`src/rtl/poco_mem_arb.sv`:
```
// Purpose : round-robin arbiter sharing one single-port synchronous memory between
//           the POCO fetch port (I) and data port (D).
// Latency : request seen in IDLE cycle T -> m_en_o in T+1, ack in T+3.
//           At most one access every 4 cycles.
// Backpressure: a requester stalls, holding req/addr/data stable, until its
//           one-cycle ack. The losing port waits at most one other access.
// Ports:
//   clk, rst_n                  clock, asynchronous active-low reset
//   i_req_i/i_addr_i            fetch request and address
//   i_rdata_o/i_ack_o           fetched word (held until the next I read) and ack pulse
//   d_req_i/d_we_i/d_addr_i/d_wdata_i  data request, write flag, address, write data
//   d_rdata_o/d_ack_o           read word (held until the next D read) and ack pulse
//   m_en_o/m_we_o/m_addr_o/m_wdata_o   memory strobe, write enable, address, write data
//   m_rdata_i                   memory read data, valid one cycle after the read strobe
module poco_mem_arb #(
  parameter int DATA_W  = 16,
  parameter int ADDR_W  = 8,
  parameter bit D_FIRST = 1'b1
) (
  input  logic              clk,
  input  logic              rst_n,
  input  logic              i_req_i,
  input  logic [DATA_W-1:0] i_addr_i,
  output logic [DATA_W-1:0] i_rdata_o,
  output logic              i_ack_o,
  input  logic              d_req_i,
  input  logic              d_we_i,
  input  logic [DATA_W-1:0] d_addr_i,
  input  logic [DATA_W-1:0] d_wdata_i,
  output logic [DATA_W-1:0] d_rdata_o,
  output logic              d_ack_o,
  output logic              m_en_o,
  output logic              m_we_o,
  output logic [ADDR_W-1:0] m_addr_o,
  output logic [DATA_W-1:0] m_wdata_o,
  input  logic [DATA_W-1:0] m_rdata_i
);

  typedef enum logic [1:0] {S_IDLE, S_ISSUE, S_WAIT, S_ACK} state_t;

  state_t              state_q, state_d;
  logic                gnt_d_q, gnt_d_d;    // 1 = current access belongs to the D port
  logic                last_d_q, last_d_d;  // 1 = previous completed access was D
  logic                we_q, we_d;          // latched write flag of the current access
  logic                m_en_q, m_en_d;
  logic                m_we_q, m_we_d;
  logic [ADDR_W-1:0]   m_addr_q, m_addr_d;
  logic [DATA_W-1:0]   m_wdata_q, m_wdata_d;
  logic                i_ack_q, i_ack_d;
  logic                d_ack_q, d_ack_d;
  logic [DATA_W-1:0]   i_rdata_q, i_rdata_d;
  logic [DATA_W-1:0]   d_rdata_q, d_rdata_d;
  logic                pick_d;

  always_comb begin
    state_d   = state_q;
    gnt_d_d   = gnt_d_q;
    last_d_d  = last_d_q;
    we_d      = we_q;
    m_en_d    = 1'b0;
    m_we_d    = 1'b0;
    m_addr_d  = m_addr_q;
    m_wdata_d = m_wdata_q;
    i_ack_d   = 1'b0;
    d_ack_d   = 1'b0;
    i_rdata_d = i_rdata_q;
    d_rdata_d = d_rdata_q;
    pick_d    = 1'b0;

    case (state_q)
      S_IDLE: begin
        if (i_req_i || d_req_i) begin
          // D wins when it is alone, or on a tie when I was served last.
          pick_d   = d_req_i && (!i_req_i || !last_d_q);
          gnt_d_d  = pick_d;
          we_d     = pick_d && d_we_i;
          // Strobe and address are registered here so they appear during ISSUE.
          m_en_d   = 1'b1;
          m_we_d   = pick_d && d_we_i;
          m_addr_d = pick_d ? d_addr_i[ADDR_W-1:0] : i_addr_i[ADDR_W-1:0];
          if (pick_d) begin
            m_wdata_d = d_wdata_i;
          end
          state_d  = S_ISSUE;
        end
      end
      S_ISSUE: begin
        state_d = S_WAIT;
      end
      S_WAIT: begin
        // Memory output is valid this cycle; writes leave the read registers alone.
        if (!we_q) begin
          if (gnt_d_q) begin
            d_rdata_d = m_rdata_i;
          end else begin
            i_rdata_d = m_rdata_i;
          end
        end
        // Ack is registered now so it is high during ACK.
        d_ack_d = gnt_d_q;
        i_ack_d = !gnt_d_q;
        state_d = S_ACK;
      end
      S_ACK: begin
        last_d_d = gnt_d_q;
        state_d  = S_IDLE;
      end
      default: begin
        state_d = S_IDLE;
      end
    endcase
  end

  always_ff @(posedge clk or negedge rst_n) begin
    if (!rst_n) begin
      state_q   <= S_IDLE;
      gnt_d_q   <= 1'b0;
      // Pretend the non-preferred port was served last so the preferred one wins the first tie.
      last_d_q  <= !D_FIRST;
      we_q      <= 1'b0;
      m_en_q    <= 1'b0;
      m_we_q    <= 1'b0;
      m_addr_q  <= '0;
      m_wdata_q <= '0;
      i_ack_q   <= 1'b0;
      d_ack_q   <= 1'b0;
      i_rdata_q <= '0;
      d_rdata_q <= '0;
    end else begin
      state_q   <= state_d;
      gnt_d_q   <= gnt_d_d;
      last_d_q  <= last_d_d;
      we_q      <= we_d;
      m_en_q    <= m_en_d;
      m_we_q    <= m_we_d;
      m_addr_q  <= m_addr_d;
      m_wdata_q <= m_wdata_d;
      i_ack_q   <= i_ack_d;
      d_ack_q   <= d_ack_d;
      i_rdata_q <= i_rdata_d;
      d_rdata_q <= d_rdata_d;
    end
  end

  assign m_en_o    = m_en_q;
  assign m_we_o    = m_we_q;
  assign m_addr_o  = m_addr_q;
  assign m_wdata_o = m_wdata_q;
  assign i_ack_o   = i_ack_q;
  assign d_ack_o   = d_ack_q;
  assign i_rdata_o = i_rdata_q;
  assign d_rdata_o = d_rdata_q;

endmodule

```
`config.mk`:
```
export PLATFORM = sky130hd
export DESIGN_NAME = poco_mem_arb
export DESIGN_NICKNAME = d
export VERILOG_FILES = /design/src/rtl/poco_mem_arb.sv
export SDC_FILE = /design/constraint.sdc
export NUM_CORES = 1
export LEC_CHECK = 0
export ABC_AREA = 1
export BUFFER_PORTS_ARGS = -buffer_cell sky130_fd_sc_hd__clkbuf_2
export CAP_MARGIN = 5
export CELL_PAD_IN_SITES_DETAIL_PLACEMENT = 1
export CELL_PAD_IN_SITES_GLOBAL_PLACEMENT = 1
export CORE_MARGIN = 10
export CORE_UTILIZATION = 32
export DETAILED_ROUTE_END_ITERATION = 16
export PLACE_DENSITY_LB_ADDON = 0.1
export RECOVER_POWER = 100
export REMOVE_ABC_BUFFERS = 1
export SYNTH_ARGS = -nofsm -noshare
export SYNTH_HDL_FRONTEND = slang
export SYNTH_SLANG_ARGS = --single-unit
```
`constraint.sdc`:
```
create_clock -name clk -period 1.7 [get_ports clk]
set_clock_uncertainty 0.15 [all_clocks]
set_input_delay 0.085 -clock clk [delete_from_list [all_inputs] [get_ports clk]]
set_output_delay 0.085 -clock clk [all_outputs]
set_load 0.01 [all_outputs]
```
## Word-level counts from Yosys, hierarchy flattened

Cells that the tools add are included.

| storage, ports and cells | value |
|---|---|
| register bits | 65 |
| input bits | 69 |
| output and inout port bits | 60 |
| logic and storage cells | 39 |

| operators by class | value |
|---|---|
| equality and inequality tests | 4 |
| muxes and demuxes | 9 |
| bitwise gates (word level) | 2 |
| reductions and logical operators | 12 |

Operators with widths:

| cell | count |
|---|---|
| 3-bit AND reduction | 3 |
| 8-bit 2-to-1 mux | 1 |
| 2-bit one-hot mux with 4 select lines | 1 |
| 1-bit 2-to-1 mux | 6 |
| 2-bit == test, second input constant | 2 |
| 1-bit zero test | 3 |
| 2-bit by 1-bit == test with 1-bit output, second input constant | 1 |
| 1-bit logical AND | 2 |
| 2-bit zero test | 1 |
| 1-bit logical OR | 2 |
| 2-bit 2-to-1 mux | 1 |
| 2-bit != test, second input constant | 1 |
| 1-bit inverter | 2 |
| 2-bit AND reduction | 1 |

## Longest topological paths before layout

| logic depth | value |
|---|---|
| depth in word-level cells | 6 |
| depth in mapped cells | 8 |
| mapped depth without buffers | 7 |

## Least setup slack after synthesis

No wires, ideal clock.

| path | value |
|---|---|
| path kind | reg-to-reg |
| from | register state_q[0] |
| to | register m_addr_q[0] (netlist: m_addr_o[0]) |
| setup time | 0.066 ns |
| arrival | 1.176 ns |
| data required time | 1.484 ns |
| slack | 0.309 ns |
| stages on the path, launching flop included | 7 |
| path buffers | 0 |
| clock period less this slack | 1.391 ns |
| path through | dfrtp_1 > inv_1 > ha_1 > inv_1 > nor2_2 > nand3_1 > nand2_1 |

| on the way | value |
|---|---|
| longest elaborated chain between the ends | 2 |

Ends and longest elaborated chain:

| item | line | RTL |
|---|---|---|
| from (decl) | 41 | `state_t state_q, state_d;` |
| from (signal assigned) | 130 | `state_q <= state_d;` |
| 2-bit zero test | 70 | `case (state_q)` |
| 2-bit AND reduction (no source line) | n/a |  |
| to (signal assigned) | 136 | `m_addr_q <= m_addr_d;` |
| to (decl) | 47 | `logic [ADDR_W-1:0] m_addr_q, m_addr_d;` |

Every way passes these cells.
A chain may end at the register's enable or synchronous reset.

## Final worst setup path

Ends and elaborated chain as after synthesis.

==> summary.txt <==
Critical path
  • Critical Path Most Common Cell: inv_1
  • Crit Reg-Reg Endpoint: m_addr_o[0]$_DFFE_PN0P_
  • Cell Chain, Critical Path: inv_1 -> ha_1 -> inv_1 -> nor2_1 -> buf_4 -> nand3_1 -> nand2_1
  • Required @ worst endpoint: 1810 ps
  • Worst path top cell family by delay: flip-flops
  • CP bufs+invs: 3
  • Critical path depth: 7
  • Worst setup endpoint: m_addr_o[0]$_DFFE_PN0P_
  • R2R setup slack: 210 ps
  • Worst Setup End Kind: flop
  • Worst Path Arrival: 1600 ps
  • R2R cell count: 7
  • WS Path Type: flop to flop
  • Worst Setup Start Kind: flop
  • Crit-path max FO: 6
  • Critical path's largest stage delay: 380 ps
  • FF-to-FF Start: state_q[0]$_DFFE_PN0P_
  • Highest-delay cell along the critical path: dfrtp_1
  • CP Launch Point: state_q[0]$_DFFE_PN0P_

Placed design
  • Routability Congestion: 0.706
  • DP Area: 3390 µm²
  • PortBufs: 112
  • Placed instance count: 504
  • DP HPWL: 5390 µm

STA
  • Setup violations, final: 0
  • Final-report max-slew violation count: 0
  • Slew HR: 32.6%
  • Minimum clock period: 1490 ps
  • Highest Clock Rate: 671 MHz
  • Period utilisation layout: 87.7%
  • Endpoints failing hold: 0
  • RSZ-0062 raised after global routing: false
  • Hold_ws: 24.2 ps
  • Worst slew pin tran: 1010 ps
  • Setup TNS: 0 ps

Pwr
  • PD cells: 1680 nW/µm²
  • Lkg Pwr: 2.12 nW
  • VDD IR max: 597 µV

Clocking
  • Clock Tree Buf Depth: 2
  • CTS root buf: clkbuf_8
  • CTS tree: done
  • Worst skew pair latency: 320 ps
  • Num CTS Buffers: 9
  • PostCTS Resize Cnt: 0
  • Setup Fix Bufs, Post-CTS: 0
  • Hold_buf cts: 50
  • Clock tree sinks: 65
  • # H-tree levels: 3
  • Clock-pin slew on the worst setup and hold paths: 70 ps

Run
  • Max cap viols: 0

Drt
  • Vias: 2,454
  • Remaining DRCs: 0
  • Post-detailed-route count of antenna-violating nets: 0
  • DRT iter0 DRCs: 62
  • Drt wl/cell: 14.1 µm
  • Via/cell ratio: 4.31
  • Wirelength, routed: 8040 µm
  • DRT Pass-1 Iters: 4

Synthesis
  • FF+latch count, synth: 65
  • Warnings, synthesis: 0
  • Mapped Cells: 290
  • Top_reg_cell synth: dfrtp_1
  • Fraction of registers with async set/reset: 100%
  • Post-synth top area share: 61.8%
  • Sequential element share of the synthesized area: 61.8%
  • Most frequent cell after synthesis: nand2_1
  • Post-synth EDFFs: 0
  • Largest area contributor in the netlist: dfrtp_1
  • Syn avg cell area: 9.08 µm²
  • Post-synthesis cell area: 2630 µm²
  • Synth area leaders: dfrtp_1 (62%), nand2_1 (11%), o21ai_0 (9.9%)
  • Library cells used by synthesis: 16
  • Top post-synthesis cells by count: nand2_1 (80), dfrtp_1 (65), inv_1 (55), o21ai_0 (52), nand3_1 (16)

Finish
  • Area Overhead vs Synth: 52.2%
  • Area of the multi-input gates: 746 µm²
  • Antenna diodes: 0
  • Final Non-Filler Cells: 570
  • Nets@finish: 532
  • Fillers: 1,006
  • Post-Layout Inst Area: 4010 µm²
  • Reg area: 1630 µm²
  • Layout cells sized above 1: 17.0%

Die
  • # IOs: 129
  • Die W: 111 µm
  • Row count: 33
  • Die height: 111 µm
  • Starting Density: 32.5%
  • Total die area: 12,300 µm²
  • Core ar.: 8090 µm²

GRT
  • Gr usage total: 13.2%
  • Grt total ovfl: 0
  • Number of global-route vias before repair: 2,645
  • Number of antenna violations at the first check in global routing: 0
  • First-pass GRT wire length: 13,400 µm
  • Largest net degree at the start of global routing: 41

Run status
  • Status: completed

Worst hold path
  • Worst hold-check path type: primary input to flop
[routing by layer]
metal / global-route usage [%] / part of all wire, %
met1: 15.9 / 45
met4: 4.43 / 0.86
met3: 3.95 / 5.5
met5: 0 / 0
met2: 21.9 / 49
[worst min-delay path: stages]
cell,delay [ps]
clkbuf_2,120
nor2_1,70
nand2_1,100
o21ai_0,80
[power breakdown]
group	total, mW	internal [mW]	switching (mW)
clock	1.61	1.01	0.594
combinational	2.42	0.907	1.51
sequential	2.69	2.29	0.395
[cells in the final DEF (no fill, tap or decap), types with 2 or more instances in the layout]
| cell type | synthesis | final |
|---|---|---|
| nand2_1 | 80 | 80 |
| bufinv_16 | 0 | 3 |
| nand3_1 | 16 | 16 |
| nor2_1 | 2 | 3 |
| clkbuf_1 | 1 | 62 |
| o21ai_0 | 52 | 52 |
| buf_4 | 1 | 2 |
| ha_1 | 3 | 3 |
| inv_1 | 55 | 55 |
| clkbuf_2 | 2 | 53 |
| buf_6 | 0 | 2 |
| clkbuf_8 | 0 | 10 |
| nand2_2 | 2 | 2 |
| dlygate4sd3_1 | 0 | 50 |
| dfrtp_1 | 65 | 65 |
[per-stage QoR]
stage / util (%) / worst slack, ps / power (mW)
3_3_place_gp: 41.9 / 219 / 5.26
3_5_place_dp: 41.9 / 185 / 5.36
6_report: 49.5 / 209 / 6.72
4_1_cts: 51.1 / 177 / 7.10
5_1_grt: 49.5 / 51.2 / 7.32
2_1_floorplan: - / 96.3 / 4.00
[worst min-delay path by stage]
| stage | startpoint | endpoint | slack (ps) | depth (start not counted) |
|---|---|---|---|---|
| 5_1_grt | i_req_i | state_q[1]$_DFFE_PN0P_ | 90 | 4 |
| 3_5_place_dp | rst_n | i_rdata_o[10]$_DFFE_PN0P_ | -60 | 2 |
| 3_3_place_gp | rst_n | d_rdata_o[10]$_DFFE_PN0P_ | -60 | 2 |
| 6_report | i_req_i | state_q[0]$_DFFE_PN0P_ | 20 | 4 |
| 4_1_cts | i_req_i | state_q[0]$_DFFE_PN0P_ | 30 | 4 |
| 2_1_floorplan | rst_n | d_ack_o$_DFF_PN0_ | -360 | 0 |
[registers in the layout, summed over array words and instances (netlist names), 2 cells and up]
register and count:
m_wdata_o 16, i_rdata_o 16, m_addr_o 8, d_rdata_o 16
state_q 2
[layout make-up]
type | instances | area share [%]
inverters | 55 | 5.15
multi-input cells | 160 | 18.6
repair buffers | 169 | 26.3
well taps | 105 | 3.28
clock buffers | 11 | 3.53
flip-flops and latches | 65 | 40.6
clock inverters | 5 | 2.56
[cell families after synthesis]
family | after synthesis | synth area share (%)
multiplexers | 1 | 0.428
AO/OA/AOI/OAI | 53 | 10.2
adder cells (fa/ha/maj) | 3 | 1.43
AND/OR/NAND/NOR | 103 | 16.4
buffers and inverters | 65 | 9.79
flip-flops | 65 | 61.8
Note: power is estimated with default switching activity, not from simulation.
